==> config.mk <==
export PLATFORM = sky130hd
export DESIGN_NAME = d7seg_scan_ctrl
export DESIGN_NICKNAME = d
export VERILOG_FILES = /design/src/rtl/d7seg_scan_ctrl.sv
export SDC_FILE = /design/constraint.sdc
export NUM_CORES = 1
export LEC_CHECK = 0
export CORE_MARGIN = 4
export CORE_UTILIZATION = 50
export CTS_CLUSTER_DIAMETER = 50
export DETAILED_ROUTE_END_ITERATION = 10
export PLACE_DENSITY = 0.75
export SYNTH_ARGS = -nofsm -noshare
export SYNTH_HDL_FRONTEND = slang
export SYNTH_SLANG_ARGS = --single-unit
==> constraint.sdc <==
create_clock -name clk -period 1.9 [get_ports clk]
set_input_delay 0.57 -clock clk [delete_from_list [all_inputs] [get_ports clk]]
set_output_delay 0.57 -clock clk [all_outputs]
set_load 0.03 [all_outputs]
==> src/rtl/d7seg_scan_ctrl.sv <==
// Multiplexed 7-segment display scan controller.
// Loads segment patterns into a shadow register, either frame-synchronously
// (scan modes) or on the cycle after capture (off/static). It scans one digit per
// 2^SCAN_BITS-clock slot and applies 16-level PWM brightness and optional frame blinking.
// All pin outputs come from registers; polarity inversion sits after those registers.
module d7seg_scan_ctrl #(
  parameter int NUM_DIGITS   = 4,
  parameter int SCAN_BITS    = 10,
  parameter int BLINK_FRAMES = 64,
  parameter bit ACTIVE_LOW   = 1'b0
) (
  input  logic                    clk,
  input  logic                    rst_n,
  input  logic                    ena,
  input  logic [NUM_DIGITS*8-1:0] digits_i,
  input  logic                    update_i,
  input  logic [1:0]              mode_i,
  input  logic [3:0]              brightness_i,
  output logic [7:0]              seg_o,
  output logic [NUM_DIGITS-1:0]   dig_en_o,
  output logic                    frame_o,
  output logic                    busy_o
);

  localparam int IDX_W   = (NUM_DIGITS > 1) ? $clog2(NUM_DIGITS) : 1;
  localparam int BLK_W   = (BLINK_FRAMES > 1) ? $clog2(BLINK_FRAMES) : 1;
  localparam int PWM_LSB = SCAN_BITS - 4;

  localparam logic [IDX_W-1:0]      IDX_LAST = IDX_W'(NUM_DIGITS - 1);
  localparam logic [BLK_W-1:0]      BLK_LAST = BLK_W'(BLINK_FRAMES - 1);
  localparam logic [SCAN_BITS-1:0]  PRE_MAX  = {SCAN_BITS{1'b1}};
  localparam logic [NUM_DIGITS-1:0] DIG_ONE  = NUM_DIGITS'(1);

  typedef enum logic [1:0] {
    MODE_OFF    = 2'b00,
    MODE_STATIC = 2'b01,
    MODE_SCAN   = 2'b10,
    MODE_BLINK  = 2'b11
  } mode_t;

  logic [NUM_DIGITS*8-1:0] shadow;
  logic [NUM_DIGITS*8-1:0] staging;
  logic                    pending;
  logic [SCAN_BITS-1:0]    prescaler;
  logic [IDX_W-1:0]        idx;
  logic [BLK_W-1:0]        blink_cnt;
  logic                    blink_phase;
  mode_t                   mode_prev;
  logic [7:0]              seg_q;
  logic [NUM_DIGITS-1:0]   dig_q;
  logic                    frame_q;

  mode_t                   mode_s;
  logic                    scan_mode;
  logic                    mode_chg;
  logic                    pre_wrap;
  logic                    frame_evt;
  logic                    copy_slot;
  logic                    lit;
  logic [3:0]              pwm_phase;
  logic [7:0]              cur_digit;
  logic [7:0]              seg_n;
  logic [NUM_DIGITS-1:0]   dig_n;

  assign mode_s    = mode_t'(mode_i);
  assign scan_mode = mode_i[1];
  assign mode_chg  = (mode_s != mode_prev);
  assign pre_wrap  = (prescaler == PRE_MAX);
  assign frame_evt = pre_wrap && (idx == IDX_LAST);
  assign pwm_phase = prescaler[SCAN_BITS-1:PWM_LSB];
  assign lit       = (pwm_phase <= brightness_i);
  // Scan modes swap data only at a frame boundary; off/static swap as soon as pending.
  assign copy_slot = scan_mode ? frame_q : pending;

  // Select the shadow byte of the digit currently being scanned.
  always_comb begin
    cur_digit = 8'h00;
    for (int k = 0; k < NUM_DIGITS; k++) begin
      cur_digit = (idx == IDX_W'(k)) ? shadow[8*k +: 8] : cur_digit;
    end
  end

  // Next segment/digit drive from mode, PWM phase, blink phase and shadow data.
  always_comb begin
    seg_n = 8'h00;
    dig_n = {NUM_DIGITS{1'b0}};
    case (mode_s)
      MODE_OFF: begin
        seg_n = 8'h00;
        dig_n = {NUM_DIGITS{1'b0}};
      end
      MODE_STATIC: begin
        seg_n = shadow[7:0];
        dig_n = DIG_ONE;
      end
      MODE_SCAN, MODE_BLINK: begin
        if (lit && !((mode_s == MODE_BLINK) && blink_phase)) begin
          seg_n = cur_digit;
          dig_n = DIG_ONE << idx;
        end else begin
          seg_n = 8'h00;
          dig_n = {NUM_DIGITS{1'b0}};
        end
      end
      default: begin
        seg_n = 8'h00;
        dig_n = {NUM_DIGITS{1'b0}};
      end
    endcase
  end

  // Staging/shadow data path; a request landing on the swap cycle goes straight to shadow.
  always_ff @(posedge clk or negedge rst_n) begin
    if (!rst_n) begin
      shadow  <= {(NUM_DIGITS*8){1'b0}};
      staging <= {(NUM_DIGITS*8){1'b0}};
      pending <= 1'b0;
    end else if (ena) begin
      if (update_i && copy_slot) begin
        shadow  <= digits_i;
        staging <= digits_i;
        pending <= 1'b0;
      end else if (update_i) begin
        staging <= digits_i;
        pending <= 1'b1;
      end else if (copy_slot && pending) begin
        shadow  <= staging;
        pending <= 1'b0;
      end
    end
  end

  // Prescaler, digit index, frame pulse and blink counters; cleared on mode change or outside scan.
  always_ff @(posedge clk or negedge rst_n) begin
    if (!rst_n) begin
      mode_prev   <= MODE_OFF;
      prescaler   <= {SCAN_BITS{1'b0}};
      idx         <= {IDX_W{1'b0}};
      blink_cnt   <= {BLK_W{1'b0}};
      blink_phase <= 1'b0;
      frame_q     <= 1'b0;
    end else if (ena) begin
      mode_prev <= mode_s;
      if (mode_chg || !scan_mode) begin
        prescaler   <= {SCAN_BITS{1'b0}};
        idx         <= {IDX_W{1'b0}};
        blink_cnt   <= {BLK_W{1'b0}};
        blink_phase <= 1'b0;
        frame_q     <= 1'b0;
      end else begin
        prescaler <= prescaler + SCAN_BITS'(1);
        frame_q   <= frame_evt;
        if (pre_wrap) begin
          idx <= (idx == IDX_LAST) ? {IDX_W{1'b0}} : idx + IDX_W'(1);
        end
        if (frame_evt && (mode_s == MODE_BLINK)) begin
          if (blink_cnt == BLK_LAST) begin
            blink_cnt   <= {BLK_W{1'b0}};
            blink_phase <= ~blink_phase;
          end else begin
            blink_cnt <= blink_cnt + BLK_W'(1);
          end
        end
      end
    end
  end

  // Output registers: one cycle behind the internal scan state.
  always_ff @(posedge clk or negedge rst_n) begin
    if (!rst_n) begin
      seg_q <= 8'h00;
      dig_q <= {NUM_DIGITS{1'b0}};
    end else if (ena) begin
      seg_q <= seg_n;
      dig_q <= dig_n;
    end
  end

  assign seg_o    = ACTIVE_LOW ? ~seg_q : seg_q;
  assign dig_en_o = ACTIVE_LOW ? ~dig_q : dig_q;
  // A held frame pulse stays invisible while frozen and reappears when counting resumes.
  assign frame_o  = frame_q & ena;
  assign busy_o   = pending;

endmodule

# Word-level counts from Yosys, hierarchy flattened
# Cells that the tools add are included.
# op_classes
n_addsub,3
order_cmp,1
n_eq_ne,10
shifts,1
muxes,28
n_bitwise,2
n_reduce_logical,24
# ops
op,count
32-bit 2-to-1 mux,5
8-bit 2-to-1 mux,5
8-bit case mux with 3 select lines,1
6-bit 2-to-1 mux,3
4-bit case mux with 3 select lines,1
10-bit by 1-bit adder with 10-bit output (second input constant),1
10-bit equality test (second input constant),1
10-bit 2-to-1 mux,1
2-bit nonzero test,5
2-bit equality test (second input constant),4
1-bit 2-to-1 mux,8
2-bit AND reduction,4
6-bit by 1-bit adder with 6-bit output (second input constant),1
6-bit equality test (second input constant),1
1-bit logical AND,6
2-bit 2-to-1 mux,3
3-bit AND reduction,2
2-bit by 1-bit equality test with 1-bit output (second input constant),2
4-bit <= comparator,1
2-bit logical NOT,2
4-bit 2-to-1 mux,1
1-bit by 2-bit << shifter with 4-bit output (first input constant),1
3-bit nonzero test,1
2-bit by 1-bit adder with 2-bit output (second input constant),1
7 further kinds,8
# totals
reg_bits,99
input_bits,42
out_inout_bits,14
word_cells,80

# Longest topological paths before layout
# depth
depth_word,7
depth_mapped,7
mapped_depth_nobuf,6

# Worst setup path after synthesis
# Ideal clock, no wire load.
# synth_path
path_type,input port to flip-flop
startpoint,input port mode_i[1]
endpoint,register blink_phase
setup_time_ns,0.127
t_arrival_ns,1.793
t_required_ns,1.773
path_slack_ns,-0.021
stages,5
n_path_buf,1
path_cell_list,buf_2 -> nand4_1 -> or4_4 -> a21oi_2 -> mux2_1
# synth_between
elab_chain_len,4
elab_cells_between_ends,9
classes_between,2 x eq/ne; 1 x mux; 6 x reduce/logical
# synth_lines
item,line,source
from (decl),17,"input logic [1:0] mode_i,"
2-bit != test (tied with other cells),67,assign mode_chg = (mode_s != mode_prev);
1-bit logical OR / 1-bit logical AND (equally long branches),"144, 156",
2-bit nonzero test (no line),n/a,
3-bit AND reduction (no line),n/a,
to (signal assigned),159,blink_phase <= ~blink_phase;
to (decl),47,logic blink_phase;
# Several ways; a longest one is shown, not always the timed one.
# A chain may end at the register's enable or synchronous reset.

# Worst setup path in the final report
# layout_path
startpoint,input port brightness_i[0]
endpoint,"register seg_q[7], in the netlist seg_o[7]"
# layout_between
elab_chain_len,4
# layout_lines
item,line,source
from (decl),18,"input logic [3:0] brightness_i,"
4-bit <= comparator,71,assign lit = (pwm_phase <= brightness_i);
1-bit logical AND,97,if (lit && !((mode_s == MODE_BLINK) && blink_phase)) begin
8-bit 2-to-1 mux,97,
8-bit case mux with 3 select lines,87,case (mode_s)
to (signal assigned),174,seg_q <= seg_n;
to (decl),49,logic [7:0] seg_q;
# Every way passes these cells.

==> out/metrics.yaml <==
status: "finished clean"
path_clk_slew_ps: 90
worstPathMaxFanout: 6
tightest_slew_ps: 457.5
synth_fp_nets: 474
route.detailed.drc: 0
areaGrowthSynthToFinish_pct: 26.52
hold_buffers: 0
cts-root-buf: "clkbuf_8"
hp-class: "input pin to asynchronous set/reset pin"
final.setup_skew_ps: 16.41
nets: 551
power.density_nw_per_um2: 849.2
post_synth.cell_area_avg_um2: 11.17
path_class: "input pin to flop"
grt_usage_pct: 20.02
p_leak_nw: 2.816
die-area_um2: 11040
async_flop_share_pct: 100.0
synthFlopType: "dfrtp_1"
cts_buffer_depth: 2
cts.sinks: 99
vias: 3559
rsz0062_at_grt: "no"
die_h_um: 105.1
numCtsBuffers: 9
setup_viol: 0
die_w_um: 105.1
crit_arrival_ps: 2140
ys_warn_count: 0
grt_pass1_wl_um: 17760
num_rows: 35
stdcell_area_um2: 5963
synth_edf_count: 0
cp-end-kind: "flop"
final_util_pct: 64.84
tns_ps: 0
firstDrtPassIters: 5
synth_cells: 422
hold_ws_ps: 147.9
fillCellCount: 728
clk_latency_ps: 370
diodes: 0
synthTopCellsByCount: "99 x dfrtp_1, 49 x o21ai_0, 43 x nand2_1"
ant_nets: 0
hold_viol: 0
antenna_found_initial: 0
clock.fmax_mhz: 541.2
dpl_cell_area_um2: 5579
cp.required_ps: 2190
yosysUniqueCellTypes: 43
h-tree-depth: 3
start_util_pct: 51.25
cts_tree: "yes"
max_slew_margin_pct: 69.50
grt_max_degree: 65
synth.top_cell.area_share_pct: 52.56
gp_congestion: 0.8567
numPortBuffers: 55
core_area_um2: 9196
finalCriticalPeriod_ps: 1848
yosysSeqAreaShare_pct: 52.56
irDropWorstVdd_mv: 0.5400
routed_wirelength_um: 10660
viasPerCell: 5.787
maxCapViolations: 0
yosys.area.top_type: "dfrtp_1"
syn_area_um2: 4713
min_period_over_period_pct: 97.25
pin_count: 56
grt_overflow: 0
dp_hpwl_um: 7337
yosys-top-cells-area: "dfrtp_1 53%, mux2_2 8.4%, mux2i_1 7.2%"
yosysMostFrequentCell: "dfrtp_1"
drt_iter0_markers: 164
wl_per_cell_um: 17.33
grt_pass1_vias: 3633
synth_seq_cells: 99
layout-drive-gt1-share_pct: 23.21
slew_violations: 0
worstSetupStartpointType: "input pin"
placed cells by master, fill, tap and decap left out, types with 4 or more instances in the layout:
master / n
clkdlybuf4s50_1: 34
inv_2: 4
dfrtp_1: 99
a31oi_1: 4
nand4_1: 6
nand2_1: 41
o21ai_1: 7
a21oi_1: 5
xnor2_1: 6
a22oi_1: 16
nand3_1: 4
mux2_2: 35
ha_1: 6
clkbuf_8: 9
o21a_1: 9
nor2_1: 14
o21ai_0: 39
dlygate4sd2_1: 16
mux2i_1: 34
buf_12: 5
buf_4: 26
a221o_1: 7
inv_1: 12
flip-flops by register name, indices dropped and copies added (netlist names):
register	flops
blink_phase	1
shadow	32
prescaler	10
blink_cnt	6
dig_en_o	4
seg_o	8
mode_prev	2
busy_o	1
staging	32
frame_q	1
idx	2
final cells by class:
type,count,area (um2),area share (%)
Inverter,18,67.56,1.133
Clock buffer,11,131.4,2.203
Clock inverter,5,60.06,1.007
Multi-Input combinational cell,283,2218,37.20
Tap cell,111,138.9,2.329
Timing Repair Buffer,88,869.6,14.58
Sequential cell,99,2477,41.54
kinds of logic after synthesis:
kind of cell / count (synthesis) / synth area share (%)
compound gates: 108 / 14.92
xor+xnor: 7 / 1.301
mux: 70 / 15.82
flops: 99 / 52.56
simple gates: 87 / 9.158
buf+inv: 41 / 3.583
fa+ha+maj: 10 / 2.655
timing repair:
item                                    CTS  global route
gates cloned                              2             1
gates resized for setup                  35            25
endpoints found under the setup margin   38            39
pin swaps                                11            10
buffers inserted                          2             0
worst max-delay path, cell delays in order:
cell,delay (ps)
clkdlybuf4s50_1,410
ha_1,280
nand4_1,190
a221o_2,520
o21ai_1,160
per-layer routing:
metal	global-route usage, %	vias to the layer above	part of all wire (%)
li1	-	1673	-
met1	25.28	1746	40
met2	34.28	117	52
met3	5.127	23	6.4
met4	5.248	0	1.9
met5	0	-	0
worst paths after layout:
| kind | slack, ps | start | cells after the start | to |
|---|---|---|---|---|
| worst max-delay path | 50 | brightness_i[0] | 5 | seg_o[7]$_DFFE_PN0P_ |
| worst min-delay path | 150 | rst_n | 1 | staging[1]$_DFFE_PN0P_ |
| worst min register to register | 500 | shadow[18]$_DFFE_PN0P_ | 2 | shadow[18]$_DFFE_PN0P_ |
| min in group clk | 500 | shadow[18]$_DFFE_PN0P_ | 2 | shadow[18]$_DFFE_PN0P_ |
| max in group asynchronous | 1210 | rst_n | 2 | shadow[1]$_DFFE_PN0P_ |
| worst max register to register | 80 | prescaler[0]$_DFFE_PN0P_ | 5 | blink_phase$_DFFE_PN0P_ |
power by group:
group	internal, W	switching [W]
clock network	0.000617	0.000717
registers	0.00245	0.000247
logic	0.000504	0.000524
per-stage QoR:
stage	cells	worst slack, ps	total power [W]
after floorplan	422	-17.54	0.003264
after global placement	594	-506.5	0.003703
after detailed placement	594	-603.9	0.003752
after CTS	614	0.8271	0.005076
after global routing	615	6.678	0.005344
final	615	52.30	0.005064
Note: power is estimated with default switching activity, not from simulation.
